<file path="config.mk">
export PLATFORM = sky130hd
export DESIGN_NAME = prime_generator
export DESIGN_NICKNAME = d
export VERILOG_FILES = /design/src/rtl/prime_generator.sv
export SDC_FILE = /design/constraint.sdc
export NUM_CORES = 1
export LEC_CHECK = 0
export CORE_UTILIZATION = 40
export DETAILED_ROUTE_END_ITERATION = 8
export GPL_TIMING_DRIVEN = 0
export PLACE_DENSITY = 0.53
export REMOVE_ABC_BUFFERS = 1
export SLEW_MARGIN = 20
export SYNTH_ARGS = -nofsm -noshare
export SYNTH_HDL_FRONTEND = slang
export SYNTH_SLANG_ARGS = --single-unit
export TNS_END_PERCENT = 5
</file>
<file path="constraint.sdc">
create_clock -name clk -period 13.55 [get_ports clk]
set_clock_uncertainty 0.15 [all_clocks]
set_input_delay 2.71 -clock clk [delete_from_list [all_inputs] [get_ports clk]]
set_output_delay 2.71 -clock clk [all_outputs]
set_load 0.1 [all_outputs]
</file>
<file path="src/rtl/prime_generator.sv">
// Sequential prime generator: scans upward from a seed and emits each prime by trial division.
// Optional PRIME_GEN_COUNT_EN adds a saturating prime_count output.
module prime_generator #(
  parameter int WIDTH = 8
) (
  input  logic             clk,
  input  logic             rst_n,
  input  logic             start,
  input  logic [WIDTH-1:0] start_value,
  output logic [WIDTH-1:0] prime_out,
  output logic             prime_valid,
  input  logic             prime_ready,
  output logic             busy,
  output logic             done
`ifdef PRIME_GEN_COUNT_EN
  ,
  output logic [WIDTH-1:0] prime_count
`endif
);

  // Handshake: a prime transfers on any rising edge where prime_valid & prime_ready;
  // prime_out and prime_valid stay frozen until that edge.
  typedef enum logic [1:0] {
    S_IDLE = 2'd0,
    S_TEST = 2'd1,
    S_EMIT = 2'd2,
    S_FIN  = 2'd3
  } state_t;

  localparam logic [WIDTH-1:0] MAXV = '1;
  localparam logic [WIDTH-1:0] ONE  = WIDTH'(1);
  localparam logic [WIDTH-1:0] TWO  = WIDTH'(2);

  state_t           r_state;
  logic [WIDTH-1:0] r_cand;
  logic [WIDTH-1:0] r_div;

  logic [2*WIDTH-1:0] w_div_ext;
  logic [2*WIDTH-1:0] w_cand_ext;
  logic [2*WIDTH-1:0] w_div_sq;
  logic [WIDTH-1:0]   w_rem;
  logic               w_is_prime;
  logic               w_is_comp;
  logic               w_is_max;
  logic               w_accept;

  // Square at double width so the termination test can never overflow.
  assign w_div_ext  = {{WIDTH{1'b0}}, r_div};
  assign w_cand_ext = {{WIDTH{1'b0}}, r_cand};
  assign w_div_sq   = w_div_ext * w_div_ext;
  assign w_rem      = r_cand % r_div;
  assign w_is_prime = (w_div_sq > w_cand_ext);
  assign w_is_comp  = (w_rem == '0);
  assign w_is_max   = (r_cand == MAXV);
  assign w_accept   = (r_state == S_EMIT) && prime_valid && prime_ready;

  always_ff @(posedge clk or negedge rst_n) begin
    if (!rst_n) begin
      r_state     <= S_IDLE;
      r_cand      <= '0;
      r_div       <= TWO;
      prime_out   <= '0;
      prime_valid <= 1'b0;
      busy        <= 1'b0;
      done        <= 1'b0;
    end else begin
      case (r_state)
        S_IDLE: begin
          if (start) begin
            r_cand  <= (start_value < TWO) ? TWO : start_value;
            r_div   <= TWO;
            busy    <= 1'b1;
            r_state <= S_TEST;
          end
        end
        S_TEST: begin
          if (w_is_prime) begin
            prime_out   <= r_cand;
            prime_valid <= 1'b1;
            r_state     <= S_EMIT;
          end else if (w_is_comp) begin
            if (w_is_max) begin
              done    <= 1'b1;
              r_state <= S_FIN;
            end else begin
              r_cand <= r_cand + ONE;
              r_div  <= TWO;
            end
          end else begin
            r_div <= r_div + ONE;
          end
        end
        S_EMIT: begin
          if (w_accept) begin
            prime_valid <= 1'b0;
            if (w_is_max) begin
              done    <= 1'b1;
              r_state <= S_FIN;
            end else begin
              r_cand  <= r_cand + ONE;
              r_div   <= TWO;
              r_state <= S_TEST;
            end
          end
        end
        S_FIN: begin
          done    <= 1'b0;
          busy    <= 1'b0;
          r_state <= S_IDLE;
        end
        default: r_state <= S_IDLE;
      endcase
    end
  end

`ifdef PRIME_GEN_COUNT_EN
  logic [WIDTH-1:0] r_count;

  always_ff @(posedge clk or negedge rst_n) begin
    if (!rst_n) begin
      r_count <= '0;
    end else if ((r_state == S_IDLE) && start) begin
      r_count <= '0;
    end else if (w_accept && (r_count != MAXV)) begin
      r_count <= r_count + ONE;
    end
  end

  assign prime_count = r_count;
`endif

endmodule

</file>
==> results of run 1 <==
[metal layers]
metal | GRT usage | wire length (um) | vias to the layer above
met3 | 0.02155 | 575 | 11
met2 | 0.3630 | 7536 | 95
met4 | 0.03984 | 149 | 0
met5 | 0 | 0 | -
met1 | 0.3134 | 7477 | 2555
li1 | - | - | 2596
[timing repair]
action                                  4_1_cts  5_1_grt
pin swaps                                     0        4
cloned                                        0        2
buffers inserted                              0       10
gates resized for setup                       6       20
endpoints found under the setup margin       18       19
[kinds of logic after synthesis]
kind of cell               Yosys count
adders and majority gates          110
buffers and inverters               94
DFF                                 29
xor gates and xnor gates            24
and+or+nand+nor                    231
muxes                                8
AOI/OAI and AO/OA                  207
[layout make-up]
class,count,area share
multi-input cells,582,0.7311
clock inverters,1,0.0008026
inverters,73,0.04474
flip-flops and latches,29,0.1170
repair buffers,32,0.04655
well taps,176,0.03531
clock buffers,7,0.02448
[flip-flops by register name (all words and copies together), names as in the netlist]
name / cells
r_cand: 8
done: 1
busy: 1
prime_out: 8
r_div: 8
r_state: 2
prime_valid: 1
[worst max-delay path: cells and delay by family, from the launching register on]
family | cells | cell delay, ns
fa+ha+maj | 7 | 2.18
compound gates | 23 | 6.07
buf+inv | 1 | 0.09
flops | 1 | 0.52
simple gates | 15 | 3.53
mux | 1 | 0.13
[worst max path at each step]
| stage | startpoint | end | slack, ns | cells after the start |
|---|---|---|---|---|
| floorplan | r_div[5]$_DFFE_PN0P_ | r_cand[7]$_DFFE_PN0P_ | 1.60 | 47 |
| global placement | r_div[1]$_DFFE_PN1P_ | r_cand[7]$_DFFE_PN0P_ | -0.17 | 43 |
| detailed placement | r_div[1]$_DFFE_PN1P_ | r_cand[7]$_DFFE_PN0P_ | -0.48 | 43 |
| CTS | r_div[5]$_DFFE_PN0P_ | r_cand[7]$_DFFE_PN0P_ | 0.04 | 47 |
| global route | r_div[5]$_DFFE_PN0P_ | r_cand[7]$_DFFE_PN0P_ | -0.006 | 47 |
| finish | r_div[5]$_DFFE_PN0P_ | r_cand[7]$_DFFE_PN0P_ | 0.77 | 47 |
[stage by stage]
stage / setup TNS, ns / cell area [sq um]
after floorplan: 0 / 5425
after global placement: -0.3773 / 5866
after detailed placement: -3.866 / 5861
after CTS: 0 / 6037
after global routing: -0.005967 / 6236
final: 0 / 6236
[cell usage in the layout, fill, tap and decap left out, types with 9 or more instances in the layout]
cell type        synthesis  layout
o21a_1                  13      12
nor2b_1                  9       9
nand2_1                 50      50
nand3_1                 22      22
o21ai_0                 43      41
fa_1                    26      26
nor2_1                  77      76
ha_1                    84      84
nor3_1                  20      20
buf_4                    0      10
a21oi_1                 53      52
nand2b_1                11      11
inv_1                   69      68
xnor2_1                 18      18
dfrtp_1                 28      26
clkdlybuf4s50_1          0      21
==> out/results.txt, run 1 <==
status: complete, no violations
Clk Latency, worst-skew pair: 0.27 ns
root buf cell: clkbuf_16
Post-synth EDFFs: 0
Max Slew Vio Count: 0
CTS tree: done
vias after detailed routing: 5257
IO Pins: 23
post-layout util: 0.4672
simple-gate share of the synthesized area: 0.2038
Routed Antenna Nets: 0
hold_sp: prime_out[2]$_DFFE_PN0P_
final worst slack: 0.7665 ns
Final #Nets: 845
first-pass GRT wire length: 25.10 mm
Adder-Cell Fraction of Synth Area: 0.2850
dpl cells: 880
most common cell in the netlist: ha_1
storage element area: 729.5 sq um
Hold EP: prime_out[2]$_DFFE_PN0P_
ys async rst share: 1.000
cts bufs inserted: 5
pre-CTS WS: -0.4821 ns
crit path launch type: register
largest family of logic cells by synthesized area: adder cells
Total Routed Length: 15.74 mm
Hold WS: 0.3323 ns
slowest stage cell on the critical path: or4b_2
initial antenna violation count: 0
Post-CTS Hold Buffers: 0
biggest area consumer among synthesized cells: ha_1
die area: 14260 sq um
Fill cells: 1356
period utilization: 0.9434
drt drc: 0
origin of the critical flop-to-flop path: r_div[5]$_DFFE_PN0P_
fmax: 78.23 MHz
max incr delay on CP: 0.62 ns
hold depth: 2
die width: 119.4 um
Synth Area in Compound Gates: 0.2605
layout cells sized above 1: 0.08287
crit-path max FO: 14
final hold violations: 0
Synth area leaders: ha_1 19%, dfrtp_1 13%, fa_1 9.4%, nor2_1 5.2%, a21oi_1 4.8%
Finish-stage setup viols: 0
most frequent CP cell: a21oi_1
post-synthesis cell count: 703
CTS HTree Levels: 2
Max Cap Violations: 0
worst hold path class: reg -> reg
Synth Register Bits: 29
crit path kind: reg -> reg
Register-to-Register Path Depth: 47
vias per cell: 5.841
Top FF cell, synth: dfrtp_1
mux contribution to synthesized area: 0.01498
Total GRT Usage: 0.2202
routability cong.: 0.8254
share of the synthesized area in the top cell type: 0.1906
XOR/XNOR Fraction of Synth Area: 0.03812
largest net degree at the start of global routing: 30
Iteration-0 DRC Markers: 362
area delta synth->final: 13.09%
Syn Area/Cell: 7.844 sq um
Arr. time, crit path: 12.78 ns
DR WL/cell: 17.49 um
post-synthesis sequential area ratio: 0.1318
First-pass DRT Iterations: 4
clk sinks: 29
starting density of the core: 0.4131
Clock transition at path regs: 0.05 ns
maximum buffer depth of the clock tree: 2
worst endpoint required time: 13.55 ns
CP Capture Type: register
R2R Path End: r_cand[7]$_DFFE_PN0P_
n_diodes: 0
Syn Std Cell Area: 5514 sq um
YS warnings: 0
multi-input logic area: 4559 sq um
min cycle time layout: 12.78 ns
max_slew headroom: 0.3502
most frequent cells after synthesis: 84 x ha_1, 77 x nor2_1, 69 x inv_1
detailed placer's ending HPWL: 11.99 mm
Non-Filler Instances: 900
FP Rows: 42
Slew @ Worst Pin: 0.9717 ns
Port Buffer Count: 22
die span in y: 119.4 um
global route overflow: 0
distinct cell type count after synthesis: 79
reg2reg setup slack: 0.77 ns
floorplan core area: 13350 sq um
vias in the first global route: 4878
Power of run 1 is left out: the tool's default activity adds up to more than one toggle a clock period on the data nets, which glitch-free logic cannot reach.
==> run 2: changes to the inputs <==
--- a/config.mk
+++ b/config.mk
@@ -14,4 +14,3 @@
 export SYNTH_ARGS = -nofsm -noshare
 export SYNTH_HDL_FRONTEND = slang
 export SYNTH_SLANG_ARGS = --single-unit
-export TNS_END_PERCENT = 5
==> results of run 2 <==
Same layout as run 1: the final DEF is identical, and so are final timing and power.
Power of run 2 is left out for the same reason.
